## src/rtl/mem_port_arbiter.sv

```systemverilog
// mem_port_arbiter: single-port memory arbiter sharing one memory between fetch (IF) and data (D) requesters.
// D has priority; defining ARB_FAIRNESS_EN adds a starvation guard that bounds how long IF can wait.
module mem_port_arbiter #(
    parameter int AW         = 32,
    parameter int DW         = 32,
    parameter int MEM_LAT    = 2,
    parameter int STARVE_MAX = 4
) (
    input  logic          clk,
    input  logic          rst_n,
    input  logic          if_req,
    input  logic [AW-1:0] if_addr,
    output logic          if_gnt,
    output logic          if_rvalid,
    output logic [DW-1:0] if_rdata,
    input  logic          d_req,
    input  logic          d_we,
    input  logic [AW-1:0] d_addr,
    input  logic [DW-1:0] d_wdata,
    output logic          d_gnt,
    output logic          d_rvalid,
    output logic [DW-1:0] d_rdata,
    output logic          mem_en,
    output logic          mem_we,
    output logic [AW-1:0] mem_addr,
    output logic [DW-1:0] mem_wdata,
    input  logic [DW-1:0] mem_rdata,
    output logic          busy
);
    typedef enum logic [1:0] {IDLE, ISSUE, WAIT, RESP} state_t;

    if (MEM_LAT < 1 || MEM_LAT > 15 || STARVE_MAX < 1 || STARVE_MAX > 15) begin : g_bad_param
        $error("mem_port_arbiter: MEM_LAT and STARVE_MAX must be in 1..15");
    end

    state_t     r_state;
    logic       r_own_d;
    logic [3:0] r_wcnt;
    logic       w_arb, w_pick_d, w_pick_if, w_win, w_to_resp;

    assign w_arb = (r_state == IDLE) || (r_state == RESP);

`ifdef ARB_FAIRNESS_EN
    logic [3:0] r_starve;
    // once D has won STARVE_MAX times in a row over a waiting fetch, IF takes the next slot
    assign w_pick_d = d_req && !(if_req && r_starve == 4'(STARVE_MAX));
    always_ff @(posedge clk or negedge rst_n)
        if (!rst_n)
            r_starve <= '0;
        else if (w_arb)
            r_starve <= (!if_req || !w_pick_d) ? '0 :
                        (r_starve == 4'(STARVE_MAX)) ? r_starve : r_starve + 4'd1;
`else
    assign w_pick_d = d_req;
`endif

    assign w_pick_if = if_req && !w_pick_d;
    assign w_win     = w_arb && (w_pick_d || w_pick_if);
    assign w_to_resp = (r_state == ISSUE && MEM_LAT == 1) ||
                       (r_state == WAIT && r_wcnt == 4'(MEM_LAT - 2));
    assign if_rdata  = mem_rdata;
    assign d_rdata   = mem_rdata;
    assign busy      = r_state != IDLE;

    always_ff @(posedge clk or negedge rst_n)
        if (!rst_n) begin
            r_state   <= IDLE;
            r_own_d   <= 1'b0;
            r_wcnt    <= '0;
            if_gnt    <= 1'b0;
            d_gnt     <= 1'b0;
            if_rvalid <= 1'b0;
            d_rvalid  <= 1'b0;
            mem_en    <= 1'b0;
            mem_we    <= 1'b0;
            mem_addr  <= '0;
            mem_wdata <= '0;
        end else begin
            if_gnt    <= w_arb && w_pick_if;
            d_gnt     <= w_arb && w_pick_d;
            mem_en    <= w_win;
            if_rvalid <= w_to_resp && !r_own_d;
            d_rvalid  <= w_to_resp && r_own_d;
            if (w_win) begin
                r_state  <= ISSUE;
                r_own_d  <= w_pick_d;
                mem_addr <= w_pick_d ? d_addr : if_addr;
                mem_we   <= w_pick_d && d_we;
                if (w_pick_d)
                    mem_wdata <= d_wdata;
            end else if (w_arb) begin
                r_state <= IDLE;
            end else if (r_state == ISSUE) begin
                r_state <= (MEM_LAT == 1) ? RESP : WAIT;
                r_wcnt  <= '0;
            end else begin
                r_state <= w_to_resp ? RESP : WAIT;
                r_wcnt  <= (r_wcnt == 4'hF) ? r_wcnt : r_wcnt + 4'd1;
            end
        end
endmodule

```

## config.mk

```make
export PLATFORM = sky130hd
export DESIGN_NAME = mem_port_arbiter
export DESIGN_NICKNAME = d
export VERILOG_FILES = /design/src/rtl/mem_port_arbiter.sv
export SDC_FILE = /design/constraint.sdc
export NUM_CORES = 1
export LEC_CHECK = 0
export CAP_MARGIN = 20
export CORE_UTILIZATION = 35
export CTS_BUF_LIST = sky130_fd_sc_hd__clkbuf_4 sky130_fd_sc_hd__clkbuf_8
export CTS_CLUSTER_DIAMETER = 100
export CTS_CLUSTER_SIZE = 16
export DETAILED_ROUTE_END_ITERATION = 8
export PLACE_DENSITY = 0.77
export SYNTH_ARGS = -nofsm -noshare
export SYNTH_HDL_FRONTEND = slang
export SYNTH_SLANG_ARGS = --single-unit
```

## constraint.sdc

```tcl
create_clock -name clk -period 1.9 [get_ports clk]
set_input_delay 0.19 -clock clk [delete_from_list [all_inputs] [get_ports clk]]
set_output_delay 0.19 -clock clk [all_outputs]
set_load 0.05 [all_outputs]
```

* Word level (Yosys, flattened, before mapping)
Cells that the tools add are included.
W data, S select, Z words.
** Storage, ports and cells
- Flip-flop bits (word level) :: 77
- Word-level logic and storage cells :: 43
- Bits of input ports :: 133
- Output and inout port bits :: 135
** Cells by class
- Bitwise logic cells :: 2
- Reductions and logical operators :: 17
- Muxes and demuxes :: 7
- Add/subtract/negate cells :: 1
- Equal/unequal tests :: 5
** Operators by type and width (count)
- $mux W32 :: 1
- $logic_and A1 B1 Y1 :: 8
- $mux W4 :: 2
- $add A4 B1 Y4 const B :: 1
- $eq A2 B2 Y1 const B :: 2
- $eq A4 B4 Y1 const B :: 1
- $logic_not A4 Y1 :: 1
- $mux W2 :: 2
- $reduce_and A3 Y1 :: 1
- $eq A2 B1 Y1 const B :: 1
- $logic_not A1 Y1 :: 2
- $logic_not A2 Y1 :: 1
- $logic_or A1 B1 Y1 :: 2
- $mux W1 :: 2
- $ne A2 B2 Y1 const B :: 1
- $not A1 Y1 :: 2
- $reduce_and A2 Y1 :: 1
- $reduce_bool A2 Y1 :: 1

* Depth between registers and ports, before layout
Gate-level depths: netlist of run 1.
- Depth after elaboration :: 6
- Depth in mapped cells :: 8
- Depth with buffers taken out :: 5

* Worst setup path before layout of run 1
No wires, ideal clock.
- Path type :: register to register
- Start :: register r_state[0]
- End :: register mem_wdata[0]
- Cell stages (with the launch flop) :: 8
- Path buffers :: 3
- Clock period less this slack :: 1.628 ns
- Arrival :: 1.503 ns
- Data required time :: 1.775 ns
- Setup slack :: 0.272 ns
- Library setup time :: 0.125 ns
- Cells stage by stage :: dfrtp_1 > inv_1 > ha_1 > buf_4 > nor2b_4 > buf_6 > buf_6 > mux2_4
** On the way
- Word-level cells in the longest chain between the ends :: 4
- Elaborated cells on any way between the ends :: 5
- Those cells by class :: 1 x eq/ne; 4 x reduce/logical
** RTL lines
- start: declaration :: line 36 : state_t r_state;
- start signal: assignment :: line 94 : r_state <= (MEM_LAT == 1) ? RESP : WAIT;
- start signal: assignment :: line 97 : r_state <= w_to_resp ? RESP : WAIT;
- $eq A2 B2 Y1 / $logic_not A2 Y1 (equally long branches) :: line 41 : assign w_arb = (r_state == IDLE) || (r_state == RESP);
- $logic_or A1 B1 Y1 (*) :: line 41
- $logic_and A1 B1 Y1 (*) :: line 58 : assign w_win = w_arb && (w_pick_d || w_pick_if);
- $reduce_and A2 Y1 (no source line) (*)
- end signal: assignment :: line 90 : mem_wdata <= d_wdata;
- end: declaration :: line 26 : output logic [DW-1:0] mem_wdata,
Every way passes the cells marked *; elsewhere a longest branch is shown, timed or not.
A chain may end at the register's enable or synchronous reset.

* Final worst setup path of run 1
- Start :: register r_state[0]
- End :: register mem_wdata[28]
Same word-level chain as after synthesis.

==> results of run 1 <==
-- cells in the final DEF (no fill, tap or decap) --
master	netlist	routed
inv_1	6	6
a21o_1	1	1
nor2b_4	1	1
nand4bb_1	1	1
and3_1	1	1
mux2_4	27	27
dlygate4sd3_1	0	1
o21bai_4	0	1
dfrtp_1	77	77
ha_1	5	5
nor2b_1	1	1
mux2i_1	32	32
clkbuf_8	0	10
a21oi_1	4	4
buf_2	4	1
a31o_1	1	1
bufinv_16	0	2
mux2_2	1	1
clkdlybuf4s50_1	0	168
o21bai_1	1	1
clkinv_2	0	3
inv_2	1	1
nand2_1	33	33
nor2_1	3	3
nand3_1	1	1
a22o_1	2	2
nand2b_1	2	2
buf_4	69	3
o21ai_1	34	34
buf_12	0	4
mux2_1	5	5
-- per-layer routing --
layer,track usage [%],vias to the layer above
met5,0,-
met1,17.3,1231
li1,-,1225
met3,5.17,41
met2,27.1,116
met4,9.59,0
-- repair_timing --
| action | in CTS | in global routing |
|---|---|---|
| hold endpoints to repair | 31 | 0 |
| endpoints found under the setup margin | 0 | 13 |
| hold buffers | 1 | 0 |
| setup buffers | 0 | 1 |
| gates resized for setup | 0 | 0 |
-- state kept, by name, indices dropped and copies added (netlist names) --
register and flops:
mem_addr 32, mem_wdata 32, r_wcnt 4, r_state 2
d_gnt 1, d_rvalid 1, if_gnt 1, if_rvalid 1
mem_en 1, mem_we 1, r_own_d 1
-- final timing paths --
path                            start             to  depth (start not counted)
max                        r_state[0]  mem_wdata[28]                          5
min                             d_req         if_gnt                          2
max reg2reg                r_state[0]  mem_wdata[28]                          5
min reg2reg                   r_own_d      if_rvalid                          1
max in group asynchronous       rst_n  mem_wdata[22]                          3
min in group asynchronous       rst_n      r_wcnt[3]                          2
-- power by group --
group          internal (mW)  total [mW]  switching, mW
Clock                  0.762        1.34          0.573
Combinational           2.63        6.77           4.14
Sequential              2.47        2.92          0.453
Total                   5.86        11.0           5.17
-- cell type report --
cell class / instances / area [um2] / share of cell area [%]
timing repair buffer: 177 / 1800 / 33.1
tap: 136 / 170 / 3.13
sequential: 77 / 1930 / 35.5
multi-input combinational: 157 / 1300 / 23.9
inverter: 7 / 26.3 / 0.484
clock buffer: 10 / 138 / 2.53
clock inverter: 5 / 75.1 / 1.38
-- logic make-up after synthesis --
group | synth area share [%]
flops | 50.1
fa+ha+maj | 1.63
buf+inv | 16.4
simple gates | 4.94
mux | 20.6
compound gates | 6.31
-- per-stage QoR --
| stage | hold WS (ps) | util (%) | setup slack [ps] | power (mW) |
|---|---|---|---|---|
| finish | 212 | 51.7 | 108 | 11.0 |
| global route | 225 | 51.7 | 12.2 | 11.6 |
| CTS | 197 | 51.6 | 74.9 | 11.2 |
| detailed placement | 169 | 49.5 | 93.1 | 9.78 |
| global placement | 162 | 49.5 | 189 | 9.63 |
| floorplan | -106 | - | 272 | 7.99 |
==> metrics.md, run 1 <==
| Metric | Value |
|---|---|
| Status | `finished clean` |
| RePlAce Congestion | `0.779` |
| Std-Cell Rows | `37` |
| CP peak stage delay | `430 ps` |
| Peak supply drop | `between 0.0008 and 0.0009 V` |
| Total die area | `0.0114 mm2` |
| Setup TNS | `0 ps` |
| Tmin final | `between 1500 and 2000 ps` |
| Number of global-route vias before repair | `2778` |
| Worst hold-check path type | `in2reg` |
| H-tree lvl count | `3` |
| Post-route DRC | `0` |
| Placed cells | `552` |
| Post-synth net total | `460` |
| Nets | `about 570` |
| Max Buffers Root-to-Sink | `2` |
| Slew Viols, Final | `0` |
| TritonCTS clock tree | `done` |
| Fin cells | `569` |
| CTS root buf | `clkbuf_8` |
| RSZ-0062 raised after global routing | `no` |
| Synth area leader | `dfrtp_1` |
| Overall Global Routing Usage | `between 15 and 20%` |
| Die X | `between 100 and 150 um` |
| Final setup violating endpoints | `0` |
| Core area | `0.0105 mm2` |
| First-pass GRT wire length | `approximately 14000 um` |
| Total CTS buffers | `9` |
| Hpwl dp | `~7000 um` |
| Total placed instance area | `0.00520 mm2` |
| Skew final | `4.72 ps` |
| Total clock sinks | `77` |
| Port bufs | `171` |
| Post-route ant nets | `0` |
| Crit-path cells | `inv_1, ha_1, nor2b_4, buf_12, mux2_1` |
| Starting Density | `a little over a third` |
| Top-Level Pins | `268` |
| Final instance area | `0.00543 mm2` |
| WL/cell | `15.9 um` |
| Slowest cell on crit path | `ha_1` |
| Post-synth EDFFs | `0` |
| Largest net degree at the start of global routing | `50` |
| Synth top cells by count | `77 x dfrtp_1, 69 x buf_4, 34 x o21ai_1` |
| TritonRoute pass-1 iters | `4` |
| Ys flop type | `dfrtp_1` |
| Via Count | `2613` |
| Power Density | `between 2000 and 2500 mW/mm2` |
| Max Cap Viol | `0` |
| Lkg Pwr | `2.42 nW` |
| Max FO, Critical Path | `35` |
| Startpoint types | `register` |
| Initial DRC Count | `between 70 and 80` |
| Metal3 WL | `729 um` |
| Setup Crit Path Kind | `reg2reg` |
| Metal2 WL | `4510 um` |
| Cells after Synth | `322` |
| Highest metal used | `met4` |
| Bufs and invs on worst path | `2` |
| Metal1 wirelength | `3440 um` |
| Clock latency on the worst-skew pair | `340 ps` |
| Routed Wire Length | `9040 um` |
| Fill count | `slightly above 900` |
| Layout cells sized above 1 | `12.5%` |
| Final Cycle Share | `94.3%` |
| Worst Setup End Kind | `register` |
| Synth top area share | `between 50% and 60%` |
| DR vias/cell | `4.59` |
| Yosys reg bits | `77` |
| Inserted Diodes | `0` |
| Netlist area before placement | `roughly 0.0038 mm2` |
| Count leader, synth | `dfrtp_1` |
| Synth top area cells | `dfrtp_1 50%, buf_4 13%, mux2_4 11%` |
| Initial antenna violation count | `0` |
| Synth unique cells | `28` |
| Synth Warn # | `0` |
| Post-synth ARST share | `100%` |
| Clock transition at the registers of the reported paths | `80 ps` |
| Worst slew margin | `64.0%` |
| CP Data Arrival Time | `2010 ps` |
| Total grt overflow | `0` |
| Die H | `107 um` |
| R2R setup slack | `110 ps` |
| FMAX | `between 500 and 600 MHz` |
| Delay-heaviest family, CP | `adder cells` |
| Syn_area_per_cell | `11.9 um2` |
| Layout area overhead | `41.2%` |
| Crit path required time | `2120 ps` |
| Hold Vio Cnt, Final | `0` |
| Worst slew pin tran | `538 ps` |
| Post-synthesis sequential area ratio | `50.1%` |
Note: power is estimated with default switching activity, not from simulation.
==> inputs of run 2 (changes only) <==
--- a/config.mk
+++ b/config.mk
@@ -6,12 +6,13 @@
 export NUM_CORES = 1
 export LEC_CHECK = 0
 export CAP_MARGIN = 20
-export CORE_UTILIZATION = 35
+export CORE_UTILIZATION = 36
 export CTS_BUF_LIST = sky130_fd_sc_hd__clkbuf_4 sky130_fd_sc_hd__clkbuf_8
 export CTS_CLUSTER_DIAMETER = 100
 export CTS_CLUSTER_SIZE = 16
 export DETAILED_ROUTE_END_ITERATION = 8
-export PLACE_DENSITY = 0.77
+export PLACE_DENSITY = 0.79
+export SKIP_LAST_GASP = 1
 export SYNTH_ARGS = -nofsm -noshare
 export SYNTH_HDL_FRONTEND = slang
 export SYNTH_SLANG_ARGS = --single-unit
==> metrics.md, run 2 (synthesized netlist as in run 1, its figures left out) <==
| Metric | Value |
|---|---|
| Clock latency on the worst-skew pair | `340 ps (about the same)` |
| RSZ-0062 raised after global routing | `no` |
| TritonRoute pass-1 iters | `4 (unchanged)` |
| Largest net degree at the start of global routing | `53 (+6.0%)` |
| FMAX | `581 MHz (+4.1%)` |
| Max Cap Viol | `0 (unchanged)` |
| Port bufs | `171 (unchanged)` |
| Post-route ant nets | `0 (unchanged)` |
| Skew final | `6.19 ps (+1.48 ps)` |
| Peak supply drop | `0.00119 V (+44%)` |
| Nets | `566 (-0.18%)` |
| Top-Level Pins | `268 (unchanged)` |
| Std-Cell Rows | `37 (unchanged)` |
| Power Density | `2010 mW/mm2 (-1.2%)` |
| Routed Wire Length | `9040 um (about the same)` |
| Commonest non-fill, non-tap cells in the layout | `166 x clkdlybuf4s50_1, 77 x dfrtp_1, 34 x o21ai_1, 33 x nand2_1, 32 x mux2i_1` |
| Max Buffers Root-to-Sink | `2 (unchanged)` |
| DR vias/cell | `4.53 (-1.4%)` |
| Number of global-route vias before repair | `2694 (-3.0%)` |
| Slew Viols, Final | `0 (unchanged)` |
| Total die area | `0.0111 mm2 (-2.7%)` |
| CP peak stage delay | `390 ps (-40 ps)` |
| TritonCTS clock tree | `done` |
| WL/cell | `15.9 um (+0.19%)` |
| Setup TNS | `0 ps (unchanged)` |
| Crit path required time | `2120 ps (about the same)` |
| Post-route DRC | `0 (unchanged)` |
| Worst Setup End Kind | `register` |
| Overall Global Routing Usage | `16.4% (+0.42 points)` |
| Total clock sinks | `77 (unchanged)` |
| Bufs and invs on worst path | `2 (unchanged)` |
| Top flop regs | `mem_addr x32, mem_wdata x32, r_wcnt x4` |
| Setup Crit Path Kind | `reg2reg` |
| Core area | `0.0103 mm2 (-1.8%)` |
| Lkg Pwr | `2.38 nW (-1.5%)` |
| Clock transition at the registers of the reported paths | `80 ps (about the same)` |
| Status | `finished clean` |
| Most common cell after layout, fill and taps aside | `clkdlybuf4s50_1` |
| Starting Density | `37.3% (+0.66 points)` |
| Final setup violating endpoints | `0 (unchanged)` |
| First-pass GRT wire length | `13900 um (-0.54%)` |
| Hold Vio Cnt, Final | `0 (unchanged)` |
| Worst slew pin tran | `552 ps (+14.7 ps)` |
| Hpwl dp | `6750 um (-3.1%)` |
| Total power draw | `10.7 mW (-2.5%)` |
| Worst slew margin | `63.1% (-0.99 points)` |
| Layout area overhead | `39.3%` |
| Final Cycle Share | `90.6% (-3.7 points)` |
| Via Count | `2571 (-1.6%)` |
| Initial DRC Count | `59 (-24%)` |
| CP Data Arrival Time | `1940 ps (-70 ps)` |
| Delay-heaviest family, CP | `flip-flops` |
| CTS root buf | `clkbuf_8` |
| Total CTS buffers | `9 (unchanged)` |
| Inserted Diodes | `0 (unchanged)` |
| Die X | `105 um (-1.4%)` |
| Layout cells sized above 1 | `13.0% (+0.49 points)` |
| H-tree lvl count | `3 (unchanged)` |
| Tmin final | `1720 ps (-70.3 ps)` |
| Die H | `105 um (-1.4%)` |
| Max FO, Critical Path | `35 (unchanged)` |
| Slowest cell on crit path | `dfrtp_1` |
| Initial antenna violation count | `0 (unchanged)` |
| Worst hold-check path type | `in2reg` |
| Post-layout util | `51.9% (+0.24 points)` |
| Worst hold slack | `128 ps (-83.8 ps)` |
| RePlAce Congestion | `0.828 (+6.3%)` |
| Total grt overflow | `0 (unchanged)` |
| Startpoint types | `register` |
| Crit-path cells | `inv_1, ha_2, nor2b_4, buf_12, mux2_1` |
-- run 2: changes by cell type in the layout (fill, tap and decap cells not counted), sizes merged --
cell / delta
inv: +1
bufinv: -2
clkinv: +1
buf: +1
clkbuf: -1
clkinvlp: +1
clkdlybuf4s50: -2
-- run 2: what timing repair did --
action	CTS	global route
gates resized for setup	0	1
endpoints found under the setup margin	0	11
hold endpoints to repair	29	0
hold buffers	1	0
buffers inserted	0	0
-- run 2: cell type report --
| class | instances | area, um2 |
|---|---|---|
| inverter | 7 | 26.3 |
| timing repair buffer | 176 | 1770 |
| tap | 136 | 170 |
| sequential | 77 | 1930 |
| multi-input combinational | 157 | 1300 |
| clock buffer | 9 | 124 |
| clock inverter | 6 | 40.0 |
| fill | 905 | 4960 |
-- run 2: through the flow --
stage | worst slack (ps) | area, um2 | instances
2_1_floorplan | 272 | 3850 | 322
3_3_place_gp | 197 | 5180 | 552
3_5_place_dp | 152 | 5180 | 552
4_1_cts | 119 | 5360 | 568
5_1_grt | 41.7 | 5360 | 568
6_report | 179 | 5360 | 568
-- run 2: worst register-to-register path, delay by kind of cell, from the launching register on --
kind,cells,cell delay (ps)
flip-flops,1,390
multiplexers,1,370
buffers and inverters,2,350
adder cells (fa/ha/maj),1,340
AND/OR/NAND/NOR,1,150
-- run 2: path summary, 6_finish.rpt --
path | slack [ps] | from | to | depth (start not counted)
worst max-delay path | 180 | r_state[1] | mem_wdata[27] | 5
worst min-delay path | 130 | d_req | if_gnt | 2
worst max register to register | 180 | r_state[1] | mem_wdata[27] | 5
worst min register to register | 480 | mem_addr[29] | mem_addr[29] | 2
max in group asynchronous | 980 | rst_n | mem_addr[30] | 3
min in group asynchronous | 340 | rst_n | mem_addr[0] | 2
-- run 2: routing by layer --
layer  GRT usage, %  share of wire (%)  wire length, um
met5              0                  0                0
met4           10.7                5.4              491
met3           4.89                7.6              688
met2           28.0                 49             4460
met1           17.5                 38             3410
-- run 2: where the power goes --
part           switching, mW  internal (mW)
Sequential             0.437           2.47
Clock                  0.617          0.467
Combinational           4.15           2.61
Total                   5.20           5.55
